$ cat config.mk
export PLATFORM = sky130hd
export DESIGN_NAME = ac_frame_decoder
export DESIGN_NICKNAME = d
export VERILOG_FILES = /design/src/rtl/ac_frame_decoder.sv
export SDC_FILE = /design/constraint.sdc
export NUM_CORES = 1
export LEC_CHECK = 0
export ABC_AREA = 1
export CAP_MARGIN = 30
export CORE_UTILIZATION = 49
export CTS_BUF_LIST = sky130_fd_sc_hd__clkbuf_16
export DETAILED_ROUTE_END_ITERATION = 6
export GPL_TIMING_DRIVEN = 0
export PLACE_DENSITY_LB_ADDON = 0.15
export SLEW_MARGIN = 20
export SYNTH_ARGS = -nofsm -noshare
export SYNTH_HDL_FRONTEND = slang
export SYNTH_SLANG_ARGS = --single-unit
$ cat constraint.sdc
create_clock -name clk -period 2.9 [get_ports clk]
set_clock_uncertainty 0.15 [all_clocks]
set_input_delay 0.29 -clock clk [delete_from_list [all_inputs] [get_ports clk]]
set_output_delay 0.29 -clock clk [all_outputs]
set_load 0.02 [all_outputs]
$ cat src/rtl/ac_frame_decoder.sv
// ac_frame_decoder
//   Decodes 64-bit air-conditioner IR frames delivered by an upstream
//   receiver. A frame is accepted when its bit count equals EXP_LEN and the
//   modulo-256 sum of bytes 0..6 equals byte 7. Good frames are presented
//   as a command on a valid/ready output. Length errors, checksum errors and
//   frames arriving while busy are counted in saturating 8-bit counters.
//
// Ports
//   clk          system clock (50 MHz)
//   rst_n        asynchronous active-low reset
//   frame_valid  upstream frame-ready level
//   frame_data   received bits, bit k = k-th bit, byte n = [8n+7:8n]
//   frame_len    received bit count
//   cmd_ready    downstream accept
//   cmd_valid    decoded command available
//   cmd_power    byte0[3]
//   cmd_mode     byte0[2:0]
//   cmd_fan      byte0[5:4]
//   cmd_temp     byte1[3:0] + TEMP_BASE (6-bit, wraps, no saturation)
//   err_len_cnt  wrong-length frame count (saturating)
//   err_sum_cnt  checksum failure count (saturating)
//   drop_cnt     frames discarded while busy (saturating)
//   dbg_state    current FSM state
//
// Handshake: cmd_valid rises when a command is loaded and stays high with
// cmd_* stable until a clock edge where cmd_valid && cmd_ready; that edge is
// the transfer, and cmd_valid is low the following cycle. cmd_valid never
// depends combinationally on cmd_ready.
//
// Timing: the frame event is sampled at edge E into evt_q together with the
// registered input copy. IDLE latches the frame at E+1, SUM runs E+2..E+8,
// CHECK resolves at E+9, so cmd_valid is high from E+9.

module ac_frame_decoder #(
    parameter int EXP_LEN   = 64,
    parameter int TEMP_BASE = 16
) (
    input  logic         clk,
    input  logic         rst_n,
    input  logic         frame_valid,
    input  logic [127:0] frame_data,
    input  logic [32:0]  frame_len,
    input  logic         cmd_ready,
    output logic         cmd_valid,
    output logic         cmd_power,
    output logic [2:0]   cmd_mode,
    output logic [1:0]   cmd_fan,
    output logic [5:0]   cmd_temp,
    output logic [7:0]   err_len_cnt,
    output logic [7:0]   err_sum_cnt,
    output logic [7:0]   drop_cnt,
    output logic [1:0]   dbg_state
);

    typedef enum logic [1:0] {
        IDLE  = 2'd0,
        SUM   = 2'd1,
        CHECK = 2'd2,
        HOLD  = 2'd3
    } state_t;

    state_t state, next_state;

    // Registered copy of the upstream inputs, used for change detection.
    logic         fv_q;
    logic [127:0] fd_q;
    logic [32:0]  fl_q;
    logic         evt_q;
    logic         frame_evt;

    // Latched frame and checksum datapath.
    logic [63:0]  lat_data;
    logic [32:0]  lat_len;
    logic [7:0]   acc;
    logic [2:0]   idx;
    logic [7:0]   cur_byte;

    // FSM strobes.
    logic do_latch;
    logic do_sum;
    logic len_err;
    logic sum_err;
    logic load_cmd;
    logic drop;

    localparam logic [32:0] EXP_LEN_C   = 33'(EXP_LEN);
    localparam logic [5:0]  TEMP_BASE_C = 6'(TEMP_BASE);

    // A held level with unchanged contents is the same frame; only a rising
    // level or a content change starts a new one. Upper data bits take part
    // here even though they are never decoded.
    assign frame_evt = frame_valid &&
                       (!fv_q || (frame_data != fd_q) || (frame_len != fl_q));

    assign cur_byte  = lat_data[{idx, 3'b000} +: 8];
    assign cmd_valid = (state == HOLD);
    assign dbg_state = state;

    always_ff @(posedge clk or negedge rst_n) begin
        if (!rst_n) begin
            fv_q  <= 1'b0;
            fd_q  <= '0;
            fl_q  <= '0;
            evt_q <= 1'b0;
        end else begin
            fv_q  <= frame_valid;
            fd_q  <= frame_data;
            fl_q  <= frame_len;
            evt_q <= frame_evt;
        end
    end

    always_ff @(posedge clk or negedge rst_n) begin
        if (!rst_n) begin
            state <= IDLE;
        end else begin
            state <= next_state;
        end
    end

    always_comb begin
        next_state = IDLE;
        do_latch   = 1'b0;
        do_sum     = 1'b0;
        len_err    = 1'b0;
        sum_err    = 1'b0;
        load_cmd   = 1'b0;
        drop       = 1'b0;
        case (state)
            IDLE: begin
                next_state = IDLE;
                if (evt_q) begin
                    do_latch   = 1'b1;
                    next_state = SUM;
                end
            end
            SUM: begin
                drop       = evt_q;
                do_sum     = 1'b1;
                next_state = (idx == 3'd6) ? CHECK : SUM;
            end
            CHECK: begin
                drop       = evt_q;
                next_state = IDLE;
                // Length is judged first so a doubly bad frame counts once.
                if (lat_len != EXP_LEN_C) begin
                    len_err = 1'b1;
                end else if (acc != lat_data[63:56]) begin
                    sum_err = 1'b1;
                end else begin
                    load_cmd   = 1'b1;
                    next_state = HOLD;
                end
            end
            HOLD: begin
                drop       = evt_q;
                next_state = cmd_ready ? IDLE : HOLD;
            end
            default: begin
                next_state = IDLE;
            end
        endcase
    end

    always_ff @(posedge clk or negedge rst_n) begin
        if (!rst_n) begin
            lat_data <= '0;
            lat_len  <= '0;
            acc      <= '0;
            idx      <= '0;
        end else if (do_latch) begin
            lat_data <= fd_q[63:0];
            lat_len  <= fl_q;
            acc      <= '0;
            idx      <= '0;
        end else if (do_sum) begin
            acc <= acc + cur_byte;
            idx <= idx + 3'd1;
        end
    end

    // Command fields persist through IDLE; cmd_valid alone qualifies them.
    always_ff @(posedge clk or negedge rst_n) begin
        if (!rst_n) begin
            cmd_power <= 1'b0;
            cmd_mode  <= '0;
            cmd_fan   <= '0;
            cmd_temp  <= '0;
        end else if (load_cmd) begin
            cmd_power <= lat_data[3];
            cmd_mode  <= lat_data[2:0];
            cmd_fan   <= lat_data[5:4];
            cmd_temp  <= {2'b00, lat_data[11:8]} + TEMP_BASE_C;
        end
    end

    always_ff @(posedge clk or negedge rst_n) begin
        if (!rst_n) begin
            err_len_cnt <= '0;
            err_sum_cnt <= '0;
            drop_cnt    <= '0;
        end else begin
            if (len_err && (err_len_cnt != 8'hFF)) err_len_cnt <= err_len_cnt + 8'd1;
            if (sum_err && (err_sum_cnt != 8'hFF)) err_sum_cnt <= err_sum_cnt + 8'd1;
            if (drop && (drop_cnt != 8'hFF))       drop_cnt    <= drop_cnt + 8'd1;
        end
    end

endmodule
==> results of run 1 <==
through the flow:
| step | cells | setup WS [ns] |
|---|---|---|
| global placement | 2189 | -12.01 |
| CTS | 2254 | 0.00291 |
| global route | 2259 | -0.0249 |
| detailed placement | 2192 | -0.501 |
| floorplan | 1615 | 0.138 |
| finish | 2259 | 0.101 |
per-layer routing:
layer  GRT usage, %  vias up  wire [um]
met5              0        -         26
met4           7.75        4        893
met3           4.82       72       1920
met2           43.0      300      17000
met1           34.4     5222      16000
li1               -     5478          -
worst max path at each step:
| stage | to | startpoint | cells after the start |
|---|---|---|---|
| 3_3_place_gp | fd_q[106] | rst_n | 1 |
| 2_1_floorplan | acc[6] | idx[0] | 18 |
| 5_1_grt | acc[7] | idx[0] | 15 |
| 6_report | acc[7] | idx[0] | 15 |
| 4_1_cts | acc[7] | idx[0] | 15 |
| 3_5_place_dp | acc[6] | idx[0] | 18 |
area by class of cell:
| cell class | count | area, um^2 | share of cell area [%] |
|---|---|---|---|
| well taps | 372 | 465 | 2.67 |
| repair buffers | 211 | 2160 | 12.4 |
| flip-flops and latches | 308 | 7710 | 44.1 |
| clock inverters | 26 | 176 | 1.01 |
| inverters | 239 | 897 | 5.14 |
| clock buffers | 36 | 901 | 5.16 |
| multi-input cells | 1032 | 4940 | 28.3 |
| plain buffers | 35 | 216 | 1.24 |
power by group through the flow:
| stage | Sequential [mW] | Clock, mW | Combinational [mW] |
|---|---|---|---|
| final | 5.89 | 4.18 | 4.57 |
| after global routing | 5.99 | 4.41 | 5.14 |
| after CTS | 5.87 | 4.25 | 4.25 |
| after detailed placement | 5.91 | 0 | 4.17 |
| after global placement | 5.91 | 0 | 4.06 |
| after floorplan | 5.78 | 0 | 2.65 |
synth_stat cells (4+ instances only):
cell,n,area (um^2)
nand4_1,9,56.3
ha_1,12,150
a21oi_1,18,90.1
o211ai_1,4,30.0
dfrtp_1,308,7710
nor2_1,159,597
o21ai_0,182,911
inv_1,238,893
nand2_1,496,1860
o21ai_2,9,78.8
or2_2,10,62.6
nand3_1,24,120
clkbuf_1,29,109
a31oi_1,9,56.3
xor2_1,24,210
xnor2_1,32,280
nor3_1,10,50.1
o22ai_1,10,62.6
state kept, by name, summed over array words and instances (netlist names):
name and flops:
evt_q 1, lat_len 33, err_sum_cnt 8, fd_q 128, lat_data 64, err_len_cnt 8
drop_cnt 8, cmd_mode 3, dbg_state 2, fv_q 1, fl_q 33, cmd_temp 5
cmd_power 1, idx 3, acc 8, cmd_fan 2
kinds of logic after synthesis:
logic type	Yosys count	share of synthesized area, %
AOI/OAI and AO/OA	237	9.34
xor gates and xnor gates	56	3.60
adders and majority gates	13	1.25
buffers and inverters	275	7.78
DFF	308	56.6
muxes	1	0.0827
other	1	0.0276
and+or+nand+nor	724	21.3
repair_timing:
item,CTS,global route
setup endpoints to repair,5,4
endpoints found under the hold margin,69,0
resized for setup,19,46
hold buffers,1,0
pin swaps,1,14
buffers inserted,0,5
==> impl_results.md, run 1 <==
* Number of global-route vias before repair at 10800
* Final setup fails at 0
* Fmax at 357 MHz
* WHS at 0.0919 ns
* Switch share at 35.2%
* Crit path cell chain: buf_6, buf_8, clkbuf_8, a21oi_2, o21ai_1, a31oi_1, ha_1, a21oi_2, a21oi_1, nor2_1, nor2_1, nor2_2, nand3_1, nand2_1, o21ai_0
* Hold Crit Endpoint: fd_q[125]
* CP peak stage delay at 0.40 ns
* Maximum VDD drop at 0.000421 V
* Fin crit share at 96.5%
* Leakage power at 8.69 nW
* Htree depth at 2
* Post-placement cell area at 16200 um^2
* Hold WC Path Type: primary input to register
* Crit path buf inv count at 3
* Final wirelength at 35800 um
* Core Util, Final at 64.4%
* Global-route wire length before repair at 56200 um
* Syn Inst Count at 1615
* Mapped Area at 13600 um^2
* Status: finished clean
* CP Launch Type: register
* Flops & latches, synth at 308
* Final layout net count at 2040
* Max-slew violations at 0
* Count of cell types in the netlist at 40
* CP arrival at 3.05 ns
* Int Pwr at 9.49 mW
* Cell family with most CP delay: compound AO/OA/AOI/OAI gates
* Register share of total power at 40.3%
* Switching power total at 5.15 mW
* Max clock buf depth at 3
* Flop-to-flop setup slack at 0.10 ns
* Syn Nets at 1793
* Final hold vios at 0
* EDFF count, synth at 0
* PwrDens at 838 nW/um^2
* CTS tree: built
* Most frequent cells in the layout: nand2_1, dfrtp_1, inv_1
* # DRC at 0
* Worst-path clk slew at 0.06 ns
* Root Driver: clkbuf_16
* Crit Path Max Fanout at 10
* Critical R2R Capture: acc[7]
* Worst skew pair latency at 0.52 ns
* Core Footprint at 27100 um^2
* Die width at 169 um
* Drt via density at 4.90
* Worst Setup End Kind: register
* Clock net sink count at 308
* Clk pwr share at 28.5%
* CP max stage cell: dfrtp_1
* DR vias at 11100
* Layout cell share with drive strength beyond 1 at 6.68%
* I/O Pins at 204
* Routed len/inst at 15.9 um
* Crit path kind: register to register
* Commonest non-fill, non-tap cell in the layout: nand2_1
* Worst Hold Depth at 1
* Post-DRT Antenna Nets at 0
* Port Buffers at 202
* Critical path required time at 3.15 ns
* Initial antenna violation count at 2
* Initial Util at 50.2%
* CTS Buf Count at 35
* Tmin final at 2.80 ns
* Starting DRT DRC Count at 742
* Setup TNS at 0 ns
* Worst Max-Slew Pin Slew at 0.738 ns
* Estimated wirelength of the detail-placed design at 27300 um
* Largest net degree at the start of global routing at 98
* Fin area at 17500 um^2
* DR pass1 iterations at 5
* RSZ-0062 raised after global routing: yes
* Filler Cells Inserted at 2300
* Area Overhead vs Synth at 28.3%
* Max_cap viols at 0
* Die Ht at 169 um
* Diode count at 0
* Std-Cell Rows at 60
* Sequential fraction of the synthesis area at 56.6%
* Slew HR at 50.6%
* Global route total overflow at 0
* Synth Warn # at 0
* Post-synth ARST share at 100%
* Post-synth top flop: dfrtp_1
* Worst r2r src: idx[0]
* Hold_sp: frame_data[125]
* Design Power at 14.6 mW
* Combinational power share at 31.2%
* Die ar. at 28400 um^2
* Tot GR Track Use at 25.8%
* Post-Syn Area per Cell at 8.43 um^2
* RD Place Congestion at 0.920
* Reg2reg path depth at 15
No activity file was read; power rests on OpenSTA's default activity.
==> inputs of run 2 (changes only) <==
Settings changed: GPL_TIMING_DRIVEN 0 to unset.
==> run 2 against run 1 <==
  * Power shrank 3.7%
  * Worst hold slack better by 0.012 ns
  * Clock power is 2% lower
  * Final cell count is 1.0% lower
  * Critical endpoint is now acc[6]
==> impl_results.md, run 2 (synthesis gave the netlist of run 1 again) <==
* Status: finished clean
* Layout cell share with drive strength beyond 1 at 5.69%
* Worst skew pair latency at 0.51 ns
* Cell family with most CP delay: compound AO/OA/AOI/OAI gates
* Most frequent cells in the layout: nand2_1, dfrtp_1, inv_1
* Max_cap viols at 0
* Die Ht at 169 um
* Leakage power at 8.63 nW
* Number of global-route vias before repair at 10700
* RSZ-0062 raised after global routing: no
* Post-Layout Cell Count at 2236
* CTS tree: built
* Starting DRT DRC Count at 716
* Final layout net count at 2020
* CTS Buf Count at 35
* Max FFs per register at 128
* Core Util, Final at 63.6%
* Estimated wirelength of the detail-placed design at 26100 um
* CP Launch Type: register
* Crit Path Max Fanout at 12
* Commonest non-fill, non-tap cell in the layout: nand2_1
* RD Place Congestion at 0.898
* Std-Cell Rows at 60
* Clock net sink count at 308
* Filler Cells Inserted at 2288
* Port Buffers at 202
* Die width at 169 um
* Worst Setup End Kind: register
* Area of the multi-input gates at 4850 um^2
* DR vias at 10800
* Post-DRT Antenna Nets at 0
* DR pass1 iterations at 5
* Setup TNS at 0 ns
* Fmax at 368 MHz
* Biggest registers after layout: fd_q x128, lat_data x64
* Register area at 7710 um^2
* Largest net degree at the start of global routing at 163
* # DRC at 0
* Slew HR at 43.1%
* Final hold vios at 0
* Gr busiest metal: met2
* CP arrival at 2.96 ns
* Global-route met3 utilization at 3.39%
* PwrDens at 818 nW/um^2
* Final setup fails at 0
* Post-placement cell area at 16200 um^2
* GR met2 Demand/Resource at 41.4%
* Core Footprint at 27100 um^2
* Tot GR Track Use at 25.3%
* Htree depth at 2
* Placement Setup Slack at 0.0573 ns
* Hold WC Path Type: primary input to register
* CP dominant cell by count: nand2_1
* Final wirelength at 34200 um
* Initial antenna violation count at 0
* CP max stage cell: dfrtp_2
* Worst Max-Slew Pin Slew at 0.845 ns
* CP peak stage delay at 0.49 ns
* Root Driver: clkbuf_16
* PnR worst setup slack at 0.180 ns
* Crit path kind: register to register
* Routed len/inst at 15.3 um
* Global-route wire length before repair at 55900 um
* WHS at 0.103 ns
* Crit path cell chain: inv_2, buf_4, o21ai_0, a31oi_1, fa_1, nand2_1, inv_1, o21ai_0, nand2_1, nand2_1, nand2_1, nand2_1, nand3_1, nand2_1, o22ai_1
* Fin crit share at 93.8%
* Max clock buf depth at 3
* Met1 Use GR at 35.6%
* Cells after DPL at 2176
* Diode count at 0
* Tmin final at 2.72 ns
* Design Power at 14.1 mW
* Drt via density at 4.83
* Crit path buf inv count at 3
* Initial Util at 50.2%
* Worst-path clk slew at 0.06 ns
* Reg with most FFs: fd_q
* Critical path required time at 3.14 ns
* Max-slew violations at 0
* Die ar. at 28400 um^2
* Maximum VDD drop at 0.000471 V
* Area Overhead vs Synth at 26.6%
* Global route total overflow at 0
* I/O Pins at 204
* Fin area at 17200 um^2
run 2: changes by cell type in the layout (fill, tap and decap cells not counted), moves of 5 or more:
cell / before / now
buf_4: 8 / 19
o21ai_0: 175 / 182
nand2_2: 7 / 2
clkbuf_1: 20 / 0
run 2: path summary, 6_finish.rpt:
check	cells past startpoint	startpoint	slack (ns)	to
max	15	idx[0]	0.18	acc[6]
min	1	frame_data[109]	0.10	fd_q[109]
max reg2reg	15	idx[0]	0.18	acc[6]
min reg2reg	2	cmd_temp[4]	0.32	cmd_temp[4]
max in group asynchronous	3	rst_n	1.59	lat_len[30]
min in group asynchronous	2	rst_n	0.19	drop_cnt[2]
run 2: final cells by class:
| type | count | share of cell area (%) |
|---|---|---|
| repair buffers | 226 | 13.1 |
| well taps | 372 | 2.70 |
| clock inverters | 24 | 0.973 |
| multi-input cells | 1032 | 28.2 |
| flip-flops and latches | 308 | 44.7 |
| inverters | 239 | 5.21 |
| clock buffers | 35 | 5.08 |
run 2: per-layer routing:
layer / vias to the layer above / wire length, um / share of wire, %
met4: 0 / 755 / 2.2
met2: 279 / 16100 / 47
met3: 57 / 1540 / 4.5
met1: 5037 / 15800 / 46
li1: 5438 / - / -
met5: - / 0 / 0
run 2: power breakdown:
group | internal (mW) | switching (mW) | leakage, nW | total, mW
logic | 1.67 | 2.42 | 4.35 | 4.08
clock network | 2.37 | 1.72 | 0.534 | 4.09
registers | 5.21 | 0.716 | 3.74 | 5.93
total | 9.25 | 4.85 | 8.63 | 14.1
run 2: repair_timing:
item	CTS	global route
setup endpoints to repair	0	3
hold buffers	1	0
endpoints found under the hold margin	57	0
gates resized for setup	0	5
buffers inserted	0	0
